`src/rtl/wb_dsp_arb_pkg.sv`:
```
// Shared definitions for the DSP bus arbiter slice:
// FSM state encoding (doubles as the one-hot grant) and the default watchdog limit.
package wb_dsp_arb_pkg;

    typedef enum logic [1:0] {
        IDLE   = 2'b00,
        GRANT0 = 2'b01,
        GRANT1 = 2'b10
    } arb_state_e;

    localparam int TIMEOUT_DEFAULT = 255;

endpackage

```
`src/rtl/wb_dsp_bus_timeout.sv`:
```
// Strobe watchdog: counts cycles of unanswered stb and raises a one-cycle to_err.
// Ports: clk/rst_n, stb (bus strobe), resp (ack|err|rty), clr (grant change), to_err.
module wb_dsp_bus_timeout
    import wb_dsp_arb_pkg::*;
#(
    parameter int TIMEOUT = TIMEOUT_DEFAULT
) (
    input  logic clk,
    input  logic rst_n,
    input  logic stb,
    input  logic resp,
    input  logic clr,
    output logic to_err
);

    localparam int CW = (TIMEOUT > 0) ? $clog2(TIMEOUT + 1) : 1;
    localparam logic [CW-1:0] CNT_LAST = (TIMEOUT > 0) ? CW'(TIMEOUT - 1) : '0;

    logic [CW-1:0] cnt_q, cnt_d;
    logic          to_err_q, to_err_d;

    always_comb begin
        cnt_d    = cnt_q;
        to_err_d = 1'b0;
        if (TIMEOUT == 0) begin
            cnt_d = '0;
        end else if (to_err_q || clr || !stb || resp) begin
            // a response arriving on the final count wins over the timeout
            cnt_d = '0;
        end else if (cnt_q == CNT_LAST) begin
            to_err_d = 1'b1;
            cnt_d    = '0;
        end else begin
            cnt_d = cnt_q + 1'b1;
        end
    end

    always_ff @(posedge clk or negedge rst_n) begin
        if (!rst_n) begin
            cnt_q    <= '0;
            to_err_q <= 1'b0;
        end else begin
            cnt_q    <= cnt_d;
            to_err_q <= to_err_d;
        end
    end

    assign to_err = to_err_q;

endmodule

```
`src/rtl/wb_dsp_bus_arbiter.sv`:
```
// Two-master round-robin Wishbone arbiter (m0 = equation engine, m1 = host) onto the DSP bus.
// Ports: m0_*/m1_* master sides, wb_* slave side, grant_o one-hot owner, timeout_o watchdog pulse.
module wb_dsp_bus_arbiter
    import wb_dsp_arb_pkg::*;
#(
    parameter int aw      = 32,
    parameter int dw      = 32,
    parameter int TIMEOUT = TIMEOUT_DEFAULT
) (
    input  logic          wb_clk,
    input  logic          wb_rst_n,
    input  logic [aw-1:0] m0_adr_i,
    input  logic [dw-1:0] m0_dat_i,
    input  logic [3:0]    m0_sel_i,
    input  logic          m0_we_i,
    input  logic          m0_cyc_i,
    input  logic          m0_stb_i,
    output logic [dw-1:0] m0_dat_o,
    output logic          m0_ack_o,
    output logic          m0_err_o,
    output logic          m0_rty_o,
    input  logic [aw-1:0] m1_adr_i,
    input  logic [dw-1:0] m1_dat_i,
    input  logic [3:0]    m1_sel_i,
    input  logic          m1_we_i,
    input  logic          m1_cyc_i,
    input  logic          m1_stb_i,
    output logic [dw-1:0] m1_dat_o,
    output logic          m1_ack_o,
    output logic          m1_err_o,
    output logic          m1_rty_o,
    output logic [aw-1:0] wb_adr_o,
    output logic [dw-1:0] wb_dat_o,
    output logic [3:0]    wb_sel_o,
    output logic          wb_we_o,
    output logic          wb_cyc_o,
    output logic          wb_stb_o,
    output logic [2:0]    wb_cti_o,
    output logic [1:0]    wb_bte_o,
    input  logic [dw-1:0] wb_dat_i,
    input  logic          wb_ack_i,
    input  logic          wb_err_i,
    input  logic          wb_rty_i,
    output logic [1:0]    grant_o,
    output logic          timeout_o
);

    arb_state_e state_q, state_d;
    logic       last_q, last_d;
    logic       to_err;
    logic       own0, own1;

    always_comb begin
        state_d = state_q;
        unique case (state_q)
            IDLE: begin
                if (m0_cyc_i && m1_cyc_i) state_d = last_q ? GRANT0 : GRANT1;
                else if (m0_cyc_i)        state_d = GRANT0;
                else if (m1_cyc_i)        state_d = GRANT1;
            end
            GRANT0: if (!m0_cyc_i) state_d = m1_cyc_i ? GRANT1 : IDLE;
            GRANT1: if (!m1_cyc_i) state_d = m0_cyc_i ? GRANT0 : IDLE;
            default: state_d = IDLE;
        endcase
        last_d = last_q;
        if (state_d == GRANT0) last_d = 1'b0;
        if (state_d == GRANT1) last_d = 1'b1;
    end

    always_ff @(posedge wb_clk or negedge wb_rst_n) begin
        if (!wb_rst_n) begin
            state_q <= IDLE;
            last_q  <= 1'b1;
        end else begin
            state_q <= state_d;
            last_q  <= last_d;
        end
    end

    assign own0 = (state_q == GRANT0);
    assign own1 = (state_q == GRANT1);

    always_comb begin
        wb_adr_o = '0;
        wb_dat_o = '0;
        wb_sel_o = '0;
        wb_we_o  = 1'b0;
        wb_stb_o = 1'b0;
        if (own0) begin
            wb_adr_o = m0_adr_i;
            wb_dat_o = m0_dat_i;
            wb_sel_o = m0_sel_i;
            wb_we_o  = m0_we_i;
            wb_stb_o = m0_stb_i & ~to_err;
        end else if (own1) begin
            wb_adr_o = m1_adr_i;
            wb_dat_o = m1_dat_i;
            wb_sel_o = m1_sel_i;
            wb_we_o  = m1_we_i;
            wb_stb_o = m1_stb_i & ~to_err;
        end
    end

    assign wb_cyc_o  = own0 | own1;
    assign wb_cti_o  = '0;
    assign wb_bte_o  = '0;
    assign grant_o   = state_q;
    assign timeout_o = to_err;

    // read data is broadcast, but held at zero while reset is asserted
    assign m0_dat_o = wb_rst_n ? wb_dat_i : '0;
    assign m1_dat_o = wb_rst_n ? wb_dat_i : '0;

    assign m0_ack_o = own0 & wb_ack_i;
    assign m0_err_o = own0 & (wb_err_i | to_err);
    assign m0_rty_o = own0 & wb_rty_i;
    assign m1_ack_o = own1 & wb_ack_i;
    assign m1_err_o = own1 & (wb_err_i | to_err);
    assign m1_rty_o = own1 & wb_rty_i;

    wb_dsp_bus_timeout #(
        .TIMEOUT (TIMEOUT)
    ) u_timeout (
        .clk    (wb_clk),
        .rst_n  (wb_rst_n),
        .stb    (wb_stb_o),
        .resp   (wb_ack_i | wb_err_i | wb_rty_i),
        .clr    (state_d != state_q),
        .to_err (to_err)
    );

endmodule

```
`config.mk`:
```
export PLATFORM = sky130hd
export DESIGN_NAME = wb_dsp_bus_arbiter
export DESIGN_NICKNAME = d
export VERILOG_FILES = /design/src/rtl/wb_dsp_arb_pkg.sv /design/src/rtl/wb_dsp_bus_timeout.sv /design/src/rtl/wb_dsp_bus_arbiter.sv
export SDC_FILE = /design/constraint.sdc
export NUM_CORES = 1
export LEC_CHECK = 0
export CAP_MARGIN = 15
export CELL_PAD_IN_SITES_DETAIL_PLACEMENT = 1
export CELL_PAD_IN_SITES_GLOBAL_PLACEMENT = 1
export CORE_UTILIZATION = 12
export DETAILED_ROUTE_END_ITERATION = 8
export PLACE_DENSITY = 0.88
export SKIP_CTS_REPAIR_TIMING = 1
export SLEW_MARGIN = 25
export SYNTH_ARGS = -nofsm -noshare
export SYNTH_HDL_FRONTEND = slang
export SYNTH_SLANG_ARGS = --single-unit
export TNS_END_PERCENT = 5
```
`constraint.sdc`:
```
create_clock -name wb_clk -period 2 [get_ports wb_clk]
set_input_delay 0.4 -clock wb_clk [delete_from_list [all_inputs] [get_ports wb_clk]]
set_output_delay 0.4 -clock wb_clk [all_outputs]
set_load 0.05 [all_outputs]
```
* Yosys cells after proc, flatten, opt, wreduce, memory -nomap -nowiden
Index checks and enable logic that the tools add are counted.
Operators by class: equal/unequal tests 6, bitwise gates (word level) 13, reductions and logical operators 7, $add $sub $neg 1, mux-type cells 26
Operators by type and width (number):
- 32-bit two-way mux | 5
- 8-bit two-way mux | 2
- 2-bit two-way mux | 7
- 1-bit two-way mux | 9
- 8-bit by 1-bit adder with 8-bit output (second input constant) | 1
- 1-bit AND | 8
- 8-bit equality test (second input constant) | 1
- 4-bit two-way mux | 2
- 2-bit case mux with 3 select lines | 1
- 2-bit by 1-bit equality test with 1-bit output (second input constant) | 2
- 2-bit equality test (second input constant) | 2
- 1-bit OR | 4
- 1-bit logical OR | 3
- 2-bit logical NOT | 1
- 2-bit != test | 1
- 2-bit nonzero test | 1
- 1-bit logical AND | 1
- 1-bit logical NOT | 1
- 1-bit inverter | 1
Storage, ports and cells: output and inout bits 149, input bits 179, word-level logic and storage cells 57, register bits after elaboration 12

* Logic depth before layout (Yosys ltp)
Gate-level depths: netlist of the first run.
depth after elaboration 9, gate-level depth with buffers 10, mapped depth without buffers 9

* Hierarchy
Synthesis of the first run repeated with hierarchy kept, for this count alone.
Second synthesis, totals: cell total of the unflattened synthesis 254, area total of the unflattened synthesis 2085.8 um2
By module, submodules not included:
- wb_dsp_bus_arbiter | seq. area each 76.3 um2, cells each 212, area each 1647.8 um2, instances 1
- wb_dsp_bus_timeout | seq. area each 225.2 um2, cells each 42, area each 437.9 um2, instances 1

* Worst setup path before layout of the first run
OpenSTA, ideal clock, no wires.
path kind register -> output, start point register state_q[1], in the netlist grant_o[1], end point output wb_adr_o[10], required time 1.600 ns, arrival 2.807 ns, path slack -1.207 ns, buffers on the path 3, cell stages (with the launch flop) 7, cells stage by stage dfrtp_1 -> ha_1 -> buf_6 -> clkbuf_1 -> buf_1 -> nand2_1 -> o21ai_0
On the way: word-level cells in the longest chain between the ends 3
Ends and longest elaborated chain:
- from (decl) | line wb_dsp_bus_arbiter.sv:48 | arb_state_e state_q, state_d;
- from (signal assigned) | line wb_dsp_bus_arbiter.sv:75 | state_q <= state_d;
- 2-bit equality test | line wb_dsp_bus_arbiter.sv:81 | assign own1 = (state_q == GRANT1);
- 32-bit two-way mux | line wb_dsp_bus_arbiter.sv:95 | end else if (own1) begin
- 32-bit two-way mux * | line wb_dsp_bus_arbiter.sv:89 | if (own0) begin
- to (decl) | line wb_dsp_bus_arbiter.sv:32 | output logic [aw-1:0] wb_adr_o,
Mark *: on every way between the ends. The rest lies on a longest branch, timed or not.

* Worst setup path after layout of the first run
start point register state_q[0], in the netlist grant_o[0], end point register u_timeout.cnt_q[1]
On the way: word-level cells in the longest chain between the ends 9
Ends and longest elaborated chain:
- 2-bit two-way mux | line wb_dsp_bus_arbiter.sv:59 | else if (m1_cyc_i) state_d = GRANT1;
- 2-bit two-way mux | line wb_dsp_bus_arbiter.sv:58 | else if (m0_cyc_i) state_d = GRANT0;
- 2-bit two-way mux | line wb_dsp_bus_arbiter.sv:57 | if (m0_cyc_i && m1_cyc_i) state_d = last_q ? GRANT0 : GRANT1;
- 2-bit case mux with 3 select lines | line wb_dsp_bus_arbiter.sv:55 | unique case (state_q)
- 2-bit != test | line wb_dsp_bus_arbiter.sv:128 | .clr (state_d != state_q),
- 1-bit logical OR | line wb_dsp_bus_timeout.sv:27 | end else if (to_err_q || clr || !stb || resp) begin
- 1-bit logical OR * (2 in a row) | line wb_dsp_bus_timeout.sv:27
- 8-bit two-way mux * | line wb_dsp_bus_timeout.sv:27
- net u_timeout.cnt_d[1] | line wb_dsp_bus_timeout.sv:19 | logic [CW-1:0] cnt_q, cnt_d;
- to (signal assigned) | line wb_dsp_bus_timeout.sv:43 | cnt_q <= cnt_d;
- to (decl) | line wb_dsp_bus_timeout.sv:19
Mark *: on every way through the listed nets, which the timed path passes. The rest lies on a longest branch. A chain may end at the register's enable or synchronous reset.

==> results by group, run 1 <==
Power
  – Worst VDD drop: 0.693 mV
  – Final Power: 10.8 mW
  – Static Leak: 3.24 nW
  – Pwr dens: 1300 nW/um^2

Worst setup path
  – CP max FO: 6
  – Critical path type: register to register
  – Worst EP arrival: 2280 ps
  – Reg-to-reg endpoint: u_timeout.cnt_q[1]$_DFF_PN0_
  – Worst endpoint required time: 2140 ps
  – Reg2reg start: grant_o[0]$_DFF_PN0_
  – Worst R2R Setup Slack: -140 ps
  – Worst setup SP type: register
  – Crit. End Element: register
  – R2R cell count: 9

Worst hold path
  – Hold Path Class: register to register
  – Worst hold start: u_timeout.cnt_q[0]$_DFF_PN0_
  – Hold depth: 1
  – Endpoint of the worst hold-timing path: u_timeout.cnt_q[0]$_DFF_PN0_

Synthesis
  – Top cells by area, synth: nand2_1 (23%), o21ai_0 (15%), buf_4 (12%), dfrtp_1 (12%), and2_1 (11%)
  – Avg Synthesized Cell Area: 5.93 sq um
  – EDFF count, synth: 0
  – Synth Instances: 385
  – Yosys top cell area share: 22.5%
  – Most frequent cells after synthesis: nand2_1 (137), o21ai_0 (67), and2_1 (39)
  – Top FF cell, synth: dfrtp_1
  – Fraction of registers with async set/reset: 100%
  – Count leader, synth: nand2_1
  – Yosys reg bits: 12
  – Syn Std Cell Area: 2280 sq um
  – Syn. warnings: 0
  – Yosys cell types: 40
  – Area leader, netlist: nand2_1
  – Sequential share of the synthesized area: 13.2%

STA
  – Fin crit share: 107%
  – Hold Fails Final Rpt: 0
  – Max Slew Vio Count: 0
  – Setup Viol. Count Final: 80
  – RSZ-0062 raised after global routing: yes
  – Clock Skews: 0.912 ps
  – Max Fclk: 0.468 GHz
  – Final WS setup: -136 ps
  – Final min period: 2140 ps

CTS
  – CTS tree: yes
  – Root Driver: clkbuf_16
  – Num CTS Buffers: 3
  – Sink Count: 12
  – Clk slew on worst S/H paths: 40 ps
  – Clock Path Buffers: 2
  – CTS H-tree depth: 1
  – Clock Latency Late Sink: 240 ps

Layout
  – Design area: 8270 sq um
  – Layout cells sized above 1: 44.6%
  – Layout net count: 887
  – Antenna Cells: 0
  – Layout area overhead: 262%

Placed design
  – Post-DP Area: 7760 sq um
  – Final Wtd Congestion: 0.753
  – IO Port Bufs: 322
  – Dpl hpwl: 12700 microns
  – Dpl ws: -339 ps

Global route
  – Global route total overflow: 0
  – Vias in the first global route: 4068
  – Largest net degree at the start of global routing: 35
  – Met1 usage: 15.5%
  – Met3 usage: 1.81%
  – Met2 Usage GRT: 29.6%
  – Antenna violations before repair: 0
  – Global-route wire length before repair: 22200 microns
  – GRT Resource Usage Total: 14.4%
  – Most Crowded Layer GR: met2

Job
  – Max Cap Viol: 0

Drt
  – Routed wire per std cell: 16.6 microns
  – DRC: 0
  – Antenna Violating Nets Remaining: 0
  – Number of DRC markers in iteration 0: 104
  – DR pass1 iterations: 4
  – Routed wire length: 15500 microns
  – Vias per cell: 4.13
  – Via count: 3857

Floorplan
  – Width of the die: 140 microns
  – Core area: 18600 sq um
  – Starting Density: 12.2%
  – Std cell rows: 50
  – Die ar.: 19600 sq um
  – # IOs: 328
  – Die H: 140 microns

Status
  – Failing checks: negative setup slack
  – Status: complete, but fails checks
[through the flow]
step | hold slack, ps | setup TNS (ps) | std cells | utilization, %
after floorplan | 104 | -9370 | 389 | -
final | 515 | -5160 | 934 | 44.4
after CTS | 514 | -16090 | 917 | 42.1
after detailed placement | 503 | -2690 | 913 | 41.6
after global placement | 500 | -1570 | 913 | 41.6
after global routing | 538 | -10720 | 934 | 44.4
[cell families (layout without fill, tap and decap cells)]
| group | Yosys count | in the layout | synth area share [%] |
|---|---|---|---|
| compound gates | 81 | 81 | 19.8 |
| xor+xnor | 5 | 5 | 1.92 |
| fa+ha+maj | 7 | 7 | 3.84 |
| buf+inv | 71 | 381 | 18.2 |
| flops | 12 | 12 | 13.2 |
| mux | 2 | 3 | 1.15 |
| other cells | 1 | 5 | 0.164 |
| simple gates | 206 | 206 | 41.7 |
[registers in the layout, summed over array words and instances (netlist names)]
| name | count |
|---|---|
| u_timeout.cnt_q | 8 |
| grant_o | 2 |
| last_q | 1 |
| u_timeout.to_err | 1 |
[layout by cell type, fill, tap and decap left out, types with 7 or more instances in the layout]
cell type and count:
and2_2 9, clkbuf_16 7, clkdlybuf4s50_1 178, o21ai_2 22, dfrtp_1 9, nand2_1 122, and2_1 30, buf_4 29
nand2_2 14, buf_12 148, o21ai_4 44
[power by group]
group / leakage (nW) / switching (mW) / internal, mW
logic: 3.03 / 5.37 / 4.68
registers: 0.159 / 0.0417 / 0.281
clock network: 0.0442 / 0.101 / 0.301
[metal layers]
metal / vias to the layer above / part of all wire [%]
li1: 1851 / -
met1: 1853 / 36
met2: 140 / 59
met3: 13 / 4.2
met4: 0 / 1.6
met5: - / 0
[final cells by class]
cell class,count,area [sq um]
fill,2015,10400
timing repair buffer,371,5250
multi-input combinational,307,2310
sequential,12,304
tap,234,293
clock buffer,4,88.8
inverter,6,27.5
[how the worst max path moves through the flow]
stage                         startpoint                            to  cells past startpoint
floorplan           grant_o[1]$_DFF_PN0_  u_timeout.cnt_q[1]$_DFF_PN0_                      8
global placement                m1_cyc_i  u_timeout.cnt_q[1]$_DFF_PN0_                      7
detailed placement              m1_cyc_i  u_timeout.cnt_q[1]$_DFF_PN0_                      7
CTS                 grant_o[1]$_DFF_PN0_                  wb_dat_o[30]                      7
global route        grant_o[0]$_DFF_PN0_                   wb_sel_o[1]                      7
finish              grant_o[0]$_DFF_PN0_  u_timeout.cnt_q[1]$_DFF_PN0_                      9
[worst max-delay path, cell delays in order, from the launching register on]
cell      delay (ps)
dfrtp_2          450
inv_4             90
ha_4             180
buf_8            130
buf_6            100
nand3b_4          70
a21oi_4          210
nand3_1          170
mux2_4           350
nor4_2           270
No activity file was read; power rests on OpenSTA's default activity.
==> inputs of run 2 (changes only) <==
--- a/config.mk
+++ b/config.mk
@@ -5,6 +5,7 @@
 export SDC_FILE = /design/constraint.sdc
 export NUM_CORES = 1
 export LEC_CHECK = 0
+export ABC_CLOCK_PERIOD_IN_PS = 2000
 export CAP_MARGIN = 15
 export CELL_PAD_IN_SITES_DETAIL_PLACEMENT = 1
 export CELL_PAD_IN_SITES_GLOBAL_PLACEMENT = 1
==> constraint.sdc (replaced) <==
create_clock -name wb_clk -period 2 [get_ports wb_clk]
set_input_delay 0.4 -clock wb_clk [delete_from_list [all_inputs] [get_ports wb_clk]]
set_output_delay 0.4 -clock wb_clk [all_outputs]
set_load 0.1 [all_outputs]
==> run 2 against run 1 <==
Compared with the run above:
- the run still ends with negative setup slack left
- cell count increased by 0.75%
- first-iteration DRC count decreased by 44%
- hold slack improved by 40 ps
- count of clock-buffer cells in the layout unchanged
- register-to-register slack improved by 20 ps
- sequential power increased by 3%
- clock skew increased by 1.6 ps
- die area unchanged
- global-route usage increased by 0.66 points
- combinational power increased by 31%
- core utilization increased by 1.3 points
- largest cell class unchanged
==> results by group, run 2 (synthesis results as in run 1) <==
Status
  – Status: complete, but fails checks
  – Failing checks: negative setup slack

Layout
  – Max reg flops: 8
  – Layout net count: 894
  – Register with the most flip-flops: u_timeout.cnt_q
  – Layout area overhead: 273%
  – Most common cell after layout, fill and taps aside: clkdlybuf4s50_1
  – Antenna Cells: 0
  – Most frequent cells in the layout: clkdlybuf4s50_1 (178), buf_12 (152), nand2_1 (130)
  – Design area: 8500 sq um
  – Final Util: 45.6%
  – Non-filler cells, final: 941
  – Layout cells sized above 1: 47.8%

CTS
  – Root Driver: clkbuf_16
  – Clk slew on worst S/H paths: 40 ps
  – Num CTS Buffers: 3
  – Clock Path Buffers: 2
  – CTS H-tree depth: 1
  – CTS tree: yes
  – Sink Count: 12
  – Clock Latency Late Sink: 240 ps

Worst setup path
  – Reg2reg start: grant_o[0]$_DFF_PN0_
  – Setup crit start: grant_o[0]$_DFF_PN0_
  – Worst setup SP type: register
  – Crit. End Element: primary output
  – Worst EP arrival: 1840 ps
  – Worst setup endpoint: wb_stb_o
  – Worst R2R Setup Slack: -120 ps
  – Worst endpoint required time: 1600 ps
  – Reg-to-reg endpoint: u_timeout.cnt_q[1]$_DFF_PN0_
  – R2R cell count: 9
  – Critical path type: register to primary output
  – CP max FO: 5

Floorplan
  – Die ar.: 19600 sq um
  – Std cell rows: 50
  – Starting Density: 12.2%
  – Die H: 140 microns
  – Core area: 18600 sq um
  – # IOs: 328
  – Width of the die: 140 microns

STA
  – Clock Skews: 2.54 ps
  – Setup Viol. Count Final: 82
  – Max Fclk: 0.446 GHz
  – RSZ-0062 raised after global routing: yes
  – Hold Fails Final Rpt: 0
  – Final WS setup: -243 ps
  – Fin crit share: 112%
  – Max Slew Vio Count: 0
  – Setup TNS: -13040 ps
  – Final min period: 2240 ps

Power
  – Pwr dens: 1630 nW/um^2
  – Worst VDD drop: 1.16 mV
  – Static Leak: 3.31 nW

Drt
  – Vias per cell: 4.18
  – DRC: 0
  – Antenna Violating Nets Remaining: 0
  – Via count: 3936
  – Number of DRC markers in iteration 0: 58
  – DR pass1 iterations: 4
  – Routed wire per std cell: 17.0 microns
  – Routed wire length: 16000 microns

Global route
  – Largest net degree at the start of global routing: 32
  – Global route total overflow: 0
  – GRT Resource Usage Total: 15.1%
  – Vias in the first global route: 4230
  – Global-route wire length before repair: 23300 microns
  – Antenna violations before repair: 0

Placed design
  – Dpl hpwl: 13600 microns
  – Final Wtd Congestion: 0.783
  – Placed cells: 932
  – IO Port Bufs: 322
  – Post-DP Area: 8130 sq um
  – Dpl ws: -320 ps

Job
  – Max Cap Viol: 0

Worst hold path
  – Hold Path Class: input port to async pin
## run 2: cell types whose count changed in the layout (fill, tap and decap cells not counted), sizes merged
cell    previous run  this run
mux2               3         2
buf              189       198
clkbuf             8         7
## run 2: metal layers
layer | GRT usage (%) | vias up | wire length, microns
li1 | - | 1853 | -
met1 | 15.2 | 1923 | 5440
met2 | 31.7 | 140 | 9520
met3 | 2.15 | 20 | 724
met4 | 3.59 | 0 | 321
met5 | 0 | - | 0
## run 2: power breakdown
part           switching [mW]  total (mW)  leakage [nW]  internal (mW)
clock                  0.0988       0.400        0.0442          0.301
combinational            8.30        13.2          3.11           4.87
sequential             0.0444       0.334         0.159          0.290
total                    8.44        13.9          3.31           5.46
## run 2: area by class of cell
class	count	area, sq um
Clock buffer	4	88.8
Fill cell	2003	10100
Inverter	6	27.5
Multi-Input combinational cell	306	2500
Sequential cell	12	309
Tap cell	234	293
Timing Repair Buffer	379	5290
## run 2: how the worst min path moves through the flow
| stage | startpoint | endpoint | cells past startpoint |
|---|---|---|---|
| 2_1_floorplan | wb_rst_n | u_timeout.cnt_q[0]$_DFF_PN0_ | 0 |
| 3_3_place_gp | u_timeout.cnt_q[0]$_DFF_PN0_ | u_timeout.cnt_q[0]$_DFF_PN0_ | 1 |
| 3_5_place_dp | u_timeout.cnt_q[0]$_DFF_PN0_ | u_timeout.cnt_q[0]$_DFF_PN0_ | 1 |
| 4_1_cts | wb_rst_n | grant_o[1]$_DFF_PN0_ | 2 |
| 5_1_grt | wb_rst_n | grant_o[1]$_DFF_PN0_ | 2 |
| 6_report | wb_rst_n | grant_o[1]$_DFF_PN0_ | 2 |
## run 2: critical path, cell delays in order, from the launching register on
cell and delay (ps):
dfrtp_4 510, inv_4 80, ha_4 200, buf_12 150
buf_6 100, nand3b_4 70, a21oi_4 200, buf_6 130
buf_12 160
## run 2: stage by stage
| stage | power (mW) | hold WS (ps) |
|---|---|---|
| 2_1_floorplan | 8.32 | 104 |
| 3_3_place_gp | 12.9 | 493 |
| 3_5_place_dp | 13.1 | 551 |
| 4_1_cts | 13.6 | 556 |
| 5_1_grt | 14.3 | 570 |
| 6_report | 13.9 | 555 |
==> inputs of run 3 (changes only) <==
--- a/config.mk
+++ b/config.mk
@@ -9,6 +9,7 @@
 export CAP_MARGIN = 15
 export CELL_PAD_IN_SITES_DETAIL_PLACEMENT = 1
 export CELL_PAD_IN_SITES_GLOBAL_PLACEMENT = 1
+export CORE_ASPECT_RATIO = 0.9
 export CORE_UTILIZATION = 12
 export DETAILED_ROUTE_END_ITERATION = 8
 export PLACE_DENSITY = 0.88
==> run 3 against run 2 <==
Compared with the run above:
- fmax up 0.61%
- highest routed layer unchanged
- non-clock buffer count up 4
- via count down 0.58%
- the flow still finishes with violations (negative setup slack)
- cell area up 1.4%
- global-route usage up 0.22 points
- first-iteration DRC count up 3.4%
- setup slack better by 14 ps
- flip-flop and latch count unchanged
- register-to-register slack worse by 30 ps
- routed wire length up 6.0%
- die area about the same
- sequential share of layout area down 0.052 points
==> results by group, run 3 (synthesis results as in run 1) <==
STA
  – Max Slew Vio Count: 0
  – Clock Skews: 2.23 ps
  – Hold Fails Final Rpt: 0
  – Final min period: 2230 ps
  – RSZ-0062 raised after global routing: yes
  – Final WS setup: -230 ps
  – Max Fclk: 0.448 GHz
  – Setup Viol. Count Final: 84
  – Fin crit share: 111%

Layout
  – Layout cells sized above 1: 48.9%
  – Max reg flops: 8
  – Design area: 8630 sq um
  – Layout net count: 898
  – Layout area overhead: 278%
  – Most frequent cells in the layout: clkdlybuf4s50_1 (178), buf_12 (153), nand2_1 (123)
  – Non-filler cells, final: 956
  – Final Util: 46.6%
  – Antenna Cells: 0
  – Most common cell after layout, fill and taps aside: clkdlybuf4s50_1
  – Register with the most flip-flops: u_timeout.cnt_q

Worst setup path
  – Critical path's most frequent cell: clkbuf_16
  – Worst setup SP type: register
  – Slowest CP cell: dfrtp_4
  – Critical path type: register to primary output
  – Bufs and invs on worst path: 4
  – CP max FO: 12
  – Worst R2R Setup Slack: -150 ps
  – Worst endpoint required time: 1600 ps
  – Worst-path cell chain: ha_4 -> clkbuf_16 -> clkbuf_16 -> buf_4 -> o21ai_4 -> buf_12
  – Reg-to-reg endpoint: u_timeout.cnt_q[1]$_DFF_PN0_
  – Critical Path Max Stage Delay: 500 ps
  – Crit. End Element: primary output
  – R2R cell count: 7
  – Worst EP arrival: 1830 ps
  – Critical path's top delay family: buffers and inverters
  – Reg2reg start: grant_o[1]$_DFF_PN0_

Drt
  – DR pass1 iterations: 4
  – Routed wire per std cell: 17.7 microns
  – Number of DRC markers in iteration 0: 60
  – Routed wire length: 17000 microns
  – DRC: 0
  – Antenna Violating Nets Remaining: 0
  – Via count: 3913
  – Vias per cell: 4.09

CTS
  – Root Driver: clkbuf_16
  – Clk slew on worst S/H paths: 40 ps
  – Clock Latency Late Sink: 240 ps
  – CTS H-tree depth: 1
  – Num CTS Buffers: 3
  – Sink Count: 12
  – Clock Path Buffers: 2
  – CTS tree: yes

Floorplan
  – Die ar.: 19600 sq um
  – Std cell rows: 47
  – # IOs: 328
  – Die H: 133 microns
  – Starting Density: 12.3%
  – Width of the die: 147 microns
  – Core area: 18500 sq um

Global route
  – Largest net degree at the start of global routing: 31
  – Most Crowded Layer GR: met2
  – Global-route wire length before repair: 23400 microns
  – Global route total overflow: 0
  – Met1 usage: 16.5%
  – Met3 usage: 2.59%
  – Antenna violations before repair: 1
  – GRT Resource Usage Total: 15.3%
  – Vias in the first global route: 4139
  – Met2 Usage GRT: 30.6%

Power
  – Flop pwr share: 2.3%
  – P_sw: 8.55 mW
  – Worst VDD drop: 0.805 mV
  – Pwr dens: 1640 nW/um^2
  – Final Power: 14.1 mW
  – Static Leak: 3.36 nW
  – Logic pwr share: 95.1%
  – Clock share of power: 2.6%
  – Cell Int Power: 5.58 mW
  – Switch share: 60.5%

Status
  – Status: complete, but fails checks
  – Failing checks: negative setup slack

Placed design
  – Placed cells: 927
  – IO Port Bufs: 322
  – Final Wtd Congestion: 0.803
  – Post-DP Area: 8050 sq um
  – Dpl hpwl: 13600 microns

Worst hold path
  – Endpoint of the worst hold-timing path: u_timeout.cnt_q[0]$_DFF_PN0_
  – Hold depth: 1
  – Hold Path Class: register to register
  – Worst hold start: u_timeout.cnt_q[0]$_DFF_PN0_

Job
  – Max Cap Viol: 0
==> run 3: power groups by stage <==
stage               logic [mW]  registers, mW  clock network [mW]
floorplan                 7.86          0.465                   0
global placement          12.5          0.324                   0
detailed placement        12.7          0.329                   0
CTS                       12.7          0.325               0.376
global route              13.8          0.331               0.385
finish                    13.4          0.328               0.365
==> run 3: worst max path at each step <==
stage                         start                      endpoint  cells past startpoint
2_1_floorplan  grant_o[1]$_DFF_PN0_  u_timeout.cnt_q[1]$_DFF_PN0_                      8
3_3_place_gp               m1_cyc_i            last_q$_DFFE_PN1P_                      8
3_5_place_dp               m1_cyc_i            last_q$_DFFE_PN1P_                      8
4_1_cts        grant_o[0]$_DFF_PN0_                  wb_dat_o[22]                      7
5_1_grt        grant_o[1]$_DFF_PN0_                  wb_adr_o[11]                      7
6_report       grant_o[0]$_DFF_PN0_                  wb_dat_o[22]                      6
==> run 3: per-stage QoR <==
step | setup WS, ps | hold WS [ps] | setup TNS [ps]
6_report | -230 | 542 | -14090
5_1_grt | -304 | 571 | -19470
4_1_cts | -399 | 514 | -24710
3_5_place_dp | -333 | 504 | -6920
3_3_place_gp | -273 | 493 | -3440
2_1_floorplan | -535 | 104 | -40840
==> run 3: routing by layer <==
layer / wire (microns) / up-vias
met5: 0 / -
met4: 268 / 0
met3: 861 / 20
met2: 9670 / 150
met1: 6160 / 1880
li1: - / 1863
==> run 3: final cells by class <==
type | count | area (sq um)
clock buffers | 4 | 78.8
fillers | 1974 | 9900
inverters | 6 | 25.0
multi-input cells | 306 | 2510
flip-flops and latches | 12 | 309
well taps | 245 | 307
repair buffers | 383 | 5400
